**config.mk**
```make
export PLATFORM = sky130hd
export DESIGN_NAME = react_test_ctrl_flat
export DESIGN_NICKNAME = d
export VERILOG_FILES = /design/src/rtl/react_test_ctrl_pkg.sv /design/src/rtl/react_test_ctrl_if.sv /design/src/rtl/react_test_ctrl_ms_timebase.sv /design/src/rtl/react_test_ctrl.sv /design/src/flat_wrapper.sv
export SDC_FILE = /design/constraint.sdc
export NUM_CORES = 1
export LEC_CHECK = 0
export BUFFER_PORTS_ARGS = -buffer_cell sky130_fd_sc_hd__buf_2
export CORE_MARGIN = 5
export CORE_UTILIZATION = 55
export CTS_CLUSTER_SIZE = 12
export DETAILED_ROUTE_END_ITERATION = 6
export PLACE_DENSITY = 0.82
export SYNTH_ARGS = -nofsm -noshare
export SYNTH_HDL_FRONTEND = slang
export SYNTH_SLANG_ARGS = --single-unit
```
**constraint.sdc**
```tcl
create_clock -name clk -period 3.1 [get_ports clk]
set_input_delay 0.31 -clock clk [delete_from_list [all_inputs] [get_ports clk]]
set_output_delay 0.31 -clock clk [all_outputs]
set_load 0.01 [all_outputs]
```
**src/rtl/react_test_ctrl_pkg.sv**
```systemverilog
// rtl/react_test_ctrl_pkg.sv - shared state codes and LFSR constants for the reaction-time sequencer
// The state codes are also decoded by the display datapath, so their values are fixed.
package react_test_ctrl_pkg;

  typedef enum logic [2:0] {
    ST_IDLE   = 3'd0,
    ST_READY  = 3'd1,
    ST_DELAY  = 3'd2,
    ST_STIM   = 3'd3,
    ST_RESULT = 3'd4,
    ST_EARLY  = 3'd5,
    ST_DIVIDE = 3'd6,
    ST_DONE   = 3'd7
  } state_t;

  localparam logic [15:0] LFSR_SEED = 16'hACE1;

  // 16-bit Fibonacci LFSR, taps 16/14/13/11 (bit indices 15/13/12/10).
  function automatic logic [15:0] lfsr_next(input logic [15:0] s);
    return {s[14:0], s[15] ^ s[13] ^ s[12] ^ s[10]};
  endfunction

endpackage

```
**src/rtl/react_test_ctrl_if.sv**
```systemverilog
// rtl/react_test_ctrl_if.sv - player/menu inputs and status/result outputs of the reaction-time sequencer
// master: the menu side driving iEnable/iPress and reading status.
// slave : the sequencer itself.
interface react_test_ctrl_if;
  logic        iEnable;
  logic        iPress;
  logic [2:0]  oState;
  logic        oStimulus;
  logic        oTooSoon;
  logic [13:0] oReactMs;
  logic [2:0]  oTrial;
  logic        oResultValid;
  logic [13:0] oAvgMs;
  logic        oDone;

  modport master (
    output iEnable, iPress,
    input  oState, oStimulus, oTooSoon, oReactMs, oTrial, oResultValid, oAvgMs, oDone
  );

  modport slave (
    input  iEnable, iPress,
    output oState, oStimulus, oTooSoon, oReactMs, oTrial, oResultValid, oAvgMs, oDone
  );
endinterface

```
**src/rtl/react_test_ctrl_ms_timebase.sv**
```systemverilog
// rtl/react_test_ctrl_ms_timebase.sv - 1 ms tick prescaler with synchronous clear
// Ports: clk, iResetn (async active-low), iClear (restart the period),
//        oTick (1-cycle pulse every CLK_HZ/1000 cycles).
// After a clear the first tick comes a full period later.
module ms_timebase #(
  parameter int CLK_HZ = 50_000_000
) (
  input  logic clk,
  input  logic iResetn,
  input  logic iClear,
  output logic oTick
);
  localparam int PERIOD = CLK_HZ / 1000;
  localparam int CW     = (PERIOD > 1) ? $clog2(PERIOD) : 1;

  logic [CW-1:0] cnt;
  logic          last;

  assign last  = (cnt == CW'(PERIOD - 1));
  assign oTick = last & ~iClear;

  always_ff @(posedge clk or negedge iResetn) begin
    if (!iResetn)          cnt <= '0;
    else if (iClear || last) cnt <= '0;
    else                   cnt <= cnt + CW'(1);
  end
endmodule

```
**src/rtl/react_test_ctrl.sv**
```systemverilog
// rtl/react_test_ctrl.sv - reaction-time benchmark sequencer (delay, stimulus, latency, average)
// Ports: clk, iResetn (async active-low), bus (react_test_ctrl_if.slave):
//   iEnable/iPress in; oState, oStimulus, oTooSoon, oReactMs, oTrial,
//   oResultValid, oAvgMs, oDone out.
module react_test_ctrl
  import react_test_ctrl_pkg::*;
#(
  parameter int CLK_HZ       = 50_000_000,
  parameter int MIN_DELAY_MS = 1000,
  parameter int RAND_BITS    = 11,
  parameter int NUM_TRIALS   = 5,
  parameter int TIMEOUT_MS   = 9999
) (
  input  logic           clk,
  input  logic           iResetn,
  react_test_ctrl_if.slave bus
);
  state_t      state, nxt;
  logic        press_q, press_evt;
  logic [15:0] lfsr;
  logic [13:0] ms_cnt, target, react_ms, quot;
  logic [16:0] sum;
  logic [2:0]  trial;
  logic        result_valid, stim, too_soon, done;
  logic        tick, clr_time, en;

  assign en = bus.iEnable;

  ms_timebase #(.CLK_HZ(CLK_HZ)) u_timebase (
    .clk     (clk),
    .iResetn (iResetn),
    .iClear  (clr_time),
    .oTick   (tick)
  );

  always_comb begin
    nxt = state;
    case (state)
      ST_IDLE:   if (en) nxt = ST_READY;
      ST_READY:  if (press_evt) nxt = ST_DELAY;
      // A press on the same cycle the target is reached still counts as early.
      ST_DELAY:  if (press_evt) nxt = ST_EARLY;
                 else if (ms_cnt == target) nxt = ST_STIM;
      ST_STIM:   if (press_evt || ms_cnt == 14'(TIMEOUT_MS)) nxt = ST_RESULT;
      ST_RESULT: if (press_evt) nxt = (trial < 3'(NUM_TRIALS)) ? ST_DELAY : ST_DIVIDE;
      ST_EARLY:  if (press_evt) nxt = ST_DELAY;
      ST_DIVIDE: if (sum < 17'(NUM_TRIALS)) nxt = ST_DONE;
      ST_DONE:   if (press_evt) nxt = ST_READY;
    endcase
    if (!en) nxt = ST_IDLE;
  end

  // The prescaler restarts on the same edge the ms counter is cleared.
  assign clr_time = !en || ((nxt != state) && (nxt == ST_DELAY || nxt == ST_STIM));

  always_ff @(posedge clk or negedge iResetn) begin
    if (!iResetn) begin
      state        <= ST_IDLE;
      press_q      <= 1'b0;
      press_evt    <= 1'b0;
      lfsr         <= LFSR_SEED;
      ms_cnt       <= '0;
      target       <= '0;
      react_ms     <= '0;
      quot         <= '0;
      sum          <= '0;
      trial        <= '0;
      result_valid <= 1'b0;
      stim         <= 1'b0;
      too_soon     <= 1'b0;
      done         <= 1'b0;
    end else begin
      // Registering the edge detect puts one cycle between the sampled press and the state change.
      press_q      <= bus.iPress;
      press_evt    <= bus.iPress & ~press_q;
      lfsr         <= lfsr_next(lfsr);
      state        <= nxt;
      stim         <= (nxt == ST_STIM);
      too_soon     <= (nxt == ST_EARLY);
      done         <= (nxt == ST_DONE);
      result_valid <= 1'b0;

      if (clr_time) ms_cnt <= '0;
      else if (tick && ms_cnt < 14'(TIMEOUT_MS)) ms_cnt <= ms_cnt + 14'd1;

      if (state != ST_DELAY && nxt == ST_DELAY)
        target <= 14'(MIN_DELAY_MS) + 14'(lfsr[RAND_BITS-1:0]);

      // On timeout ms_cnt already equals TIMEOUT_MS, so one path records both cases.
      if (state == ST_STIM && nxt == ST_RESULT) begin
        react_ms     <= ms_cnt;
        sum          <= sum + 17'(ms_cnt);
        trial        <= trial + 3'd1;
        result_valid <= 1'b1;
      end

      if (state == ST_RESULT && nxt == ST_DIVIDE) quot <= '0;

      if (state == ST_DIVIDE && nxt == ST_DIVIDE) begin
        sum  <= sum - 17'(NUM_TRIALS);
        quot <= quot + 14'd1;
      end

      if ((state == ST_DONE && nxt == ST_READY) || !en) begin
        trial <= '0;
        sum   <= '0;
        quot  <= '0;
      end
    end
  end

  assign bus.oState       = state;
  assign bus.oStimulus    = stim;
  assign bus.oTooSoon     = too_soon;
  assign bus.oReactMs     = react_ms;
  assign bus.oTrial       = trial;
  assign bus.oResultValid = result_valid;
  assign bus.oAvgMs       = quot;
  assign bus.oDone        = done;
endmodule

```
**src/flat_wrapper.sv**
```systemverilog
// flat-port wrapper written by rule: the top's interface ports become plain ports
module react_test_ctrl_flat import react_test_ctrl_pkg::*;
#(
  parameter int CLK_HZ       = 50_000_000,
  parameter int MIN_DELAY_MS = 1000,
  parameter int RAND_BITS    = 11,
  parameter int NUM_TRIALS   = 5,
  parameter int TIMEOUT_MS   = 9999
)
  (clk, iResetn, bus_iEnable, bus_iPress, bus_oState, bus_oStimulus, bus_oTooSoon, bus_oReactMs, bus_oTrial, bus_oResultValid, bus_oAvgMs, bus_oDone);
  react_test_ctrl_if bus_i ();
  input  logic clk;
  input  logic iResetn;
  input wire logic [$bits(bus_i.iEnable)-1:0] bus_iEnable;
  input wire logic [$bits(bus_i.iPress)-1:0] bus_iPress;
  output wire logic [$bits(bus_i.oState)-1:0] bus_oState;
  output wire logic [$bits(bus_i.oStimulus)-1:0] bus_oStimulus;
  output wire logic [$bits(bus_i.oTooSoon)-1:0] bus_oTooSoon;
  output wire logic [$bits(bus_i.oReactMs)-1:0] bus_oReactMs;
  output wire logic [$bits(bus_i.oTrial)-1:0] bus_oTrial;
  output wire logic [$bits(bus_i.oResultValid)-1:0] bus_oResultValid;
  output wire logic [$bits(bus_i.oAvgMs)-1:0] bus_oAvgMs;
  output wire logic [$bits(bus_i.oDone)-1:0] bus_oDone;
  assign bus_i.iEnable = bus_iEnable;
  assign bus_i.iPress = bus_iPress;
  assign bus_oState = bus_i.oState;
  assign bus_oStimulus = bus_i.oStimulus;
  assign bus_oTooSoon = bus_i.oTooSoon;
  assign bus_oReactMs = bus_i.oReactMs;
  assign bus_oTrial = bus_i.oTrial;
  assign bus_oResultValid = bus_i.oResultValid;
  assign bus_oAvgMs = bus_i.oAvgMs;
  assign bus_oDone = bus_i.oDone;
  react_test_ctrl #(.CLK_HZ(CLK_HZ), .MIN_DELAY_MS(MIN_DELAY_MS), .RAND_BITS(RAND_BITS), .NUM_TRIALS(NUM_TRIALS), .TIMEOUT_MS(TIMEOUT_MS)) u_core (.clk(clk), .iResetn(iResetn), .bus(bus_i));
endmodule
```
# Yosys cells after proc, flatten, opt, wreduce, memory -nomap -nowiden
# Cells that the tools add are included.
[totals]
reg_bits = 117
in_bits = 4
out_inout_bits = 38
elab_cells = 92
[op_classes]
n_addsub = 7
order_cmp = 3
n_eq_ne = 19
mux = 22
n_bitwise = 7
n_reduce_logical = 19
[op_table]
columns = ["cell", "n"]
rows = [
  ["$mux 14", 5],
  ["$mux 17", 3],
  ["$mux 3", 11],
  ["$add 14x1->14 const B", 2],
  ["$eq 3x3->1 const B", 8],
  ["$pmux 3 s7", 1],
  ["$add 17x14->17", 1],
  ["$lt 17x3->1 const B", 1],
  ["$sub 17x3->17 const B", 1],
  ["$add 16x1->16 const B", 1],
  ["$eq 16x16->1 const B", 1],
  ["$mux 16", 1],
  ["$eq 14x14->1", 1],
  ["$eq 14x14->1 const B", 1],
  ["$lt 14x14->1 const B", 1],
  ["$add 10x11->12 const A", 1],
  ["$eq 3x2->1 const B", 4],
  ["$logic_and 1x1->1", 7],
  ["$eq 3x1->1 const B", 2],
  ["$reduce_bool 3->1", 2],
  ["$logic_or 1x1->1", 5],
  ["$reduce_bool 2->1", 2],
  ["$add 3x1->3 const B", 1],
  ["$logic_not 3->1", 1],
  ["other kinds (9)", 13],
]

# Depth between registers and ports, before layout
[logic_depth]
ltp_word = 14
mapped_depth = 12
mapped_depth_nobuf = 10

# Hierarchy
# Synthesis repeated with hierarchy kept, for this count alone.
[hier_totals]
cells_unflattened = 662
hier_area_um2 = 6376.1
[modules_own_cells]
columns = ["module", "instances", "cells_each", "area_each_um2", "seq_area_each_um2"]
rows = [
  ["react_test_ctrl", 1, 580, 5534.1, 2487.4],
  ["ms_timebase", 1, 82, 842.1, 400.4],
]

# Worst setup path after synthesis
# OpenSTA, ideal clock, no wires.
[synth_path]
path_type = "register to register"
startpoint = "reg u_core.ms_cnt[4]"
endpoint = "reg u_core.sum[2]"
setup_time_ns = 0.124
arrival_ns = 2.822
required_ns = 2.976
slack_ns = 0.154
stages_incl_launch_ff = 10
synth_period_minus_slack_ns = 2.946
cell_sequence = "dfrtp_1 -> buf_2 -> or4_4 -> o41ai_4 -> o22ai_1 -> or3_4 -> or3_4 -> nand2_1 -> o22ai_1 -> a211o_1"
[synth_via]
elab_chain_cells = 9
elab_cells_between_ends = 18
cone_classes = "eq/ne: 5; mux: 7; reduce/logical: 6"
[synth_rtl]
columns = ["element", "line_no", "rtl"]
rows = [
  ["start: declaration", "react_test_ctrl.sv:21", "logic [13:0] ms_cnt, target, react_ms, quot;"],
  ["start signal: assignment", "react_test_ctrl.sv:84", "else if (tick && ms_cnt < 14'(TIMEOUT_MS)) ms_cnt <= ms_cnt + 14'd1;"],
  ["$eq 14x14->1, on equally long branches", "react_test_ctrl.sv:43, react_test_ctrl.sv:44", ""],
  ["$mux 3 / $logic_or 1x1->1 (equally long branches)", "react_test_ctrl.sv:43, react_test_ctrl.sv:44", ""],
  ["$mux 3, on equally long branches", "react_test_ctrl.sv:42, react_test_ctrl.sv:44", ""],
  ["$pmux 3 s7 *", "react_test_ctrl.sv:38", "case (state)"],
  ["$mux 3 *", "react_test_ctrl.sv:50", "if (!en) nxt = ST_IDLE;"],
  ["$eq 3x3->1 / $eq 3x1->1 (equally long branches)", "react_test_ctrl.sv:99, react_test_ctrl.sv:104", ""],
  ["$logic_and 1x1->1, on equally long branches", "react_test_ctrl.sv:99, react_test_ctrl.sv:104", ""],
  ["$mux 17 / $logic_or 1x1->1 (equally long branches)", "react_test_ctrl.sv:99, react_test_ctrl.sv:104", ""],
  ["$mux 17 / $reduce_bool 3->1 (equally long branches)", "n/a", ""],
  ["end signal: assignment", "react_test_ctrl.sv:92", "sum <= sum + 17'(ms_cnt);"],
  ["end signal: assignment", "react_test_ctrl.sv:100", "sum <= sum - 17'(NUM_TRIALS);"],
  ["end: declaration", "react_test_ctrl.sv:22", "logic [16:0] sum;"],
]
# Every way passes the cells marked *; elsewhere a longest branch is shown, timed or not.
# A chain may end at the register's enable or synchronous reset.

# Final worst setup path
[layout_path]
startpoint = "reg u_core.ms_cnt[11]"
endpoint = "reg u_core.sum[14]"
[layout_via]
elab_chain_cells = 9
elab_cells_between_ends = 20
cone_classes = "add/sub: 1; eq/ne: 5; mux: 8; reduce/logical: 6"
[layout_rtl]
columns = ["element", "line_no"]
rows = [
  ["$eq 14x14->1, on equally long branches", "react_test_ctrl.sv:43, react_test_ctrl.sv:44"],
  ["$mux 3 / $logic_or 1x1->1 (equally long branches)", "react_test_ctrl.sv:43, react_test_ctrl.sv:44"],
  ["$mux 3, on equally long branches", "react_test_ctrl.sv:42, react_test_ctrl.sv:44"],
  ["$pmux 3 s7", "react_test_ctrl.sv:38"],
  ["$mux 3", "react_test_ctrl.sv:50"],
  ["$eq 3x3->1 / $eq 3x1->1 (equally long branches)", "react_test_ctrl.sv:99, react_test_ctrl.sv:104"],
  ["$logic_and 1x1->1, on equally long branches", "react_test_ctrl.sv:99, react_test_ctrl.sv:104"],
  ["$mux 17 / $logic_or 1x1->1 (equally long branches)", "react_test_ctrl.sv:99, react_test_ctrl.sv:104"],
  ["$mux 17 / $reduce_bool 3->1 (equally long branches)", "n/a"],
]
# Parallel ways exist; a longest one is shown, timed or not. The select of a mux whose other input is x is not followed.

==> reports/results.ini <==
[status]
run_status = finished clean

[cells_and_area]
number_of_nets_in_the_final_layout = 747
fillCellCount = 813
layout_cells_sized_above_1_pct = 19.3
antennaDiodeCount = 0
stdcell_count = 874
postLayoutCellArea_sq_um = 7230
layout-area-overhead-vs-synth_pct = 19.5

[placement]
dpl.hpwl_mm = 10.5
port-buffer-count = 41
postPlaceCellArea_sq_um = 6630
numPlacedInstances = 840
gp_routability_congestion = 0.996
pre_cts_slack_ns = 0.0497

[setup_path]
timing.critical_path.to_type = register
regToRegSetupSlack_ns = 0.13
critical-path-slowest-cell = sky130_fd_sc_hd__or3b_2
worst_path_required_time_ns = 3.50
cp_common_cell = sky130_fd_sc_hd__or3_4
startpoint_type = register
largest_delay_contributor_family_on_the_critical_path = simple AND/OR/NAND/NOR gates
crit_fanout = 6
critical_path_arrival_ns = 3.37
critical-path-max-stage-delay_ns = 0.52
critical_path_cell_by_cell = or3b_2, o41ai_4, o22ai_2, or3_4, or3_4, buf_4, nor2_4, a31oi_1, mux2i_1
worstPathBufferInverterCount = 1
criticalPathCategory = reg -> reg

[timing]
timing.setup.tns_ns = 0
slew_viol_final = 0
achievable-frequency_ghz = 0.337
rsz_0062_raised_after_global_routing = false
finClkSkew_ns = 0.00944
worst_slew_margin_rel_pct = 51.9
period_needed_ns = 2.97
finalHoldViolCount = 0
number_of_setup_violations_in_the_final_report = 0
finalWorstSetupSlack_ns = 0.130
worst_slew_pin_slew_ns = 0.722
post_route_fraction_of_the_period_consumed_by_the_critical_path_pct = 95.8

[detailed_routing]
wl_per_cell_um = 17.3
detail_route.first_pass.iterations = 5
drtIter0Drc = 393
drc = 0
route.vias.total = 5129
drtAntennaViolNets = 0
post_drt_via_cell_ratio = 5.87
drt_wirelength_mm = 15.1

[clocking]
cts_buffer_depth = 2
cts_tree = yes
numClockSinks = 115
worst_setup_hold_path_clk_slew_ns = 0.06
clock_insertion_delay_worst_skew_ns = 0.53
cts_inserted_buffers = 17
htree_num_levels = 4
root_buf_cell = sky130_fd_sc_hd__clkbuf_8

[floorplanning]
core_area_sq_um = 10800
die-area_sq_um = 13200
row_count = 38
io-pin-count = 42
die_w_um = 115
initial_utilization_pct = 56.1
die_height_um = 115

[synth]
ys_warn_count = 0
syn_area_sq_um = 6050
post_synth_inst_count = 647
avgSynthCellArea_sq_um = 9.35
asyncSetResetFlopFracSynth_pct = 100
post-synth-top-area-cell = sky130_fd_sc_hd__dfrtp_1
mappedNetlistNets = 672
yosys_register_bits = 115
synth_top_area_share_pct = 44.3
leading_cell_type_by_number_of_instances_after_synthesis = sky130_fd_sc_hd__nand2_1
yosys-top-cells-count = 115 x sky130_fd_sc_hd__nand2_1, 107 x sky130_fd_sc_hd__dfrtp_1, 58 x sky130_fd_sc_hd__nor2_1, 47 x sky130_fd_sc_hd__o21ai_0, 35 x sky130_fd_sc_hd__xnor2_1
synthFlopType = sky130_fd_sc_hd__dfrtp_1
synth_top_area_cells = sky130_fd_sc_hd__dfrtp_1 44%, sky130_fd_sc_hd__nand2_1 7.1%, sky130_fd_sc_hd__xnor2_1 5.1%, sky130_fd_sc_hd__ha_1 4.1%, sky130_fd_sc_hd__o21ai_0 3.9%
synth_seq_area_share_pct = 47.7
synth_cell_types = 63
number_of_synthesized_flops_with_an_enable_pin = 0

[pwr]
cellPowerDensity_nw_per_um2 = 488
cell_internal_pwr_uw = 2720
power_frac_seq_pct = 44.5
power_frac_clock_pct = 50.5
power.net_switching_uw = 808
switching_share_pct = 22.9
combinational_share_of_power_pct = 5.0
total_leakage_power_uw = 0.00361
max_vdd_drop_mv = 0.466

[grt]
grt_first_pass_wirelength_mm = 25.9
grt_antenna_before_repair = 0
grt_max_degree = 61
remaining_overflow_grt = 0
first_global_vias = 5353
global_route.usage.total_pct = 24.8

[hold_path]
timing.hold.worst.class = in -> reg

[job]
maxCapViolCount = 0

area by class of cell:
type	count	area (sq um)	area share [%]
clock buffer	21	459	6.35
clock inverter	10	83.8	1.16
inverter	16	60.1	0.831
multi-input combinational	492	3030	41.9
sequential	115	2890	40.0
tap	140	175	2.42
timing repair buffer	80	534	7.39
path summary, 6_finish.rpt:
kind,startpoint,to,cells past startpoint
max,u_core.ms_cnt[11],u_core.sum[14],9
min,bus_iEnable,u_core.bus.oState[2],2
max reg2reg,u_core.ms_cnt[11],u_core.sum[14],9
min reg2reg,u_core.lfsr[14],u_core.lfsr[15],0
max in group asynchronous,iResetn,u_core.u_timebase.cnt[1],3
min in group asynchronous,iResetn,u_core.sum[13],2
registers in the layout (all words and copies together), names as in the netlist:
signal and cells:
u_core.sum 17, u_core.lfsr 16, u_core.u_timebase.cnt 16, u_core.bus.oAvgMs 14
u_core.bus.oReactMs 14, u_core.ms_cnt 14, u_core.target 12, u_core.bus.oState 3
u_core.bus.oTrial 3, u_core.bus.oDone 1, u_core.bus.oResultValid 1, u_core.bus.oStimulus 1
u_core.bus.oTooSoon 1, u_core.press_evt 1, u_core.press_q 1
cells by family (layout without fill, tap and decap cells):
| group | after synthesis | after routing | synth area share [%] |
|---|---|---|---|
| XOR/XNOR | 60 | 60 | 8.69 |
| flip-flops | 115 | 115 | 47.7 |
| buffers and inverters | 40 | 127 | 2.77 |
| adder cells (fa/ha/maj) | 21 | 21 | 4.47 |
| AND/OR/NAND/NOR | 286 | 286 | 22.3 |
| multiplexers | 9 | 9 | 1.57 |
| AO/OA/AOI/OAI | 116 | 116 | 12.5 |
metrics by stage:
step | hold WS (ns) | util (%) | power [uW]
global placement | 0.339 | 61.4 | 1750
floorplan | 0.0144 | - | 1690
global route | 0.111 | 67.0 | 3660
CTS | 0.0915 | 66.6 | 3550
finish | 0.119 | 67.0 | 3530
detailed placement | 0.354 | 61.4 | 1770
placed cells by master (no fill, tap or decap), types with 5 or more instances in the layout:
| cell type | Yosys | final |
|---|---|---|
| sky130_fd_sc_hd__a21oi_1 | 20 | 20 |
| sky130_fd_sc_hd__and2_1 | 6 | 6 |
| sky130_fd_sc_hd__and3_1 | 15 | 15 |
| sky130_fd_sc_hd__buf_2 | 2 | 40 |
| sky130_fd_sc_hd__buf_4 | 0 | 35 |
| sky130_fd_sc_hd__clkbuf_16 | 0 | 16 |
| sky130_fd_sc_hd__clkinv_2 | 0 | 6 |
| sky130_fd_sc_hd__dfrtp_1 | 107 | 107 |
| sky130_fd_sc_hd__dfstp_2 | 8 | 8 |
| sky130_fd_sc_hd__ha_1 | 20 | 20 |
| sky130_fd_sc_hd__inv_1 | 16 | 16 |
| sky130_fd_sc_hd__mux2i_1 | 5 | 5 |
| sky130_fd_sc_hd__nand2_1 | 115 | 115 |
| sky130_fd_sc_hd__nand3_1 | 22 | 22 |
| sky130_fd_sc_hd__nand4_1 | 11 | 11 |
| sky130_fd_sc_hd__nor2_1 | 58 | 58 |
| sky130_fd_sc_hd__nor2b_1 | 7 | 7 |
| sky130_fd_sc_hd__nor3_1 | 20 | 17 |
| sky130_fd_sc_hd__o21a_1 | 5 | 5 |
| sky130_fd_sc_hd__o21ai_0 | 47 | 45 |
| sky130_fd_sc_hd__or4_1 | 6 | 5 |
| sky130_fd_sc_hd__xnor2_1 | 35 | 35 |
| sky130_fd_sc_hd__xor2_1 | 25 | 25 |
worst register-to-register path, stage by stage, from the launching register on:
cell and delay, ns:
sky130_fd_sc_hd__dfrtp_1 0.37, sky130_fd_sc_hd__or3b_2 0.52, sky130_fd_sc_hd__o41ai_4 0.38, sky130_fd_sc_hd__o22ai_2 0.14, sky130_fd_sc_hd__or3_4 0.44, sky130_fd_sc_hd__or3_4 0.42
sky130_fd_sc_hd__buf_4 0.18, sky130_fd_sc_hd__nor2_4 0.13, sky130_fd_sc_hd__a31oi_1 0.12, sky130_fd_sc_hd__mux2i_1 0.15
metal layers:
layer	vias up	global-route usage, %	share of wire [%]
li1	2407	-	-
met1	2494	29.4	40
met2	165	42.6	51
met3	63	5.37	5.2
met4	0	12.2	3.9
met5	-	0	0
repair_timing:
action,CTS,global route
buffers inserted,0,1
setup endpoints to repair,4,33
gates resized for setup,1,8
hold buffers,2,0
gates cloned,0,0
pin swaps,0,2
endpoints found under the hold margin,48,0
power by group through the flow:
stage / clock [uW] / combinational, uW / sequential (uW)
floorplan: 0 / 102 / 1590
global placement: 0 / 165 / 1590
detailed placement: 0 / 174 / 1590
CTS: 1810 / 178 / 1570
global route: 1880 / 201 / 1570
finish: 1780 / 177 / 1570
(Power assumes the default switching activity.)
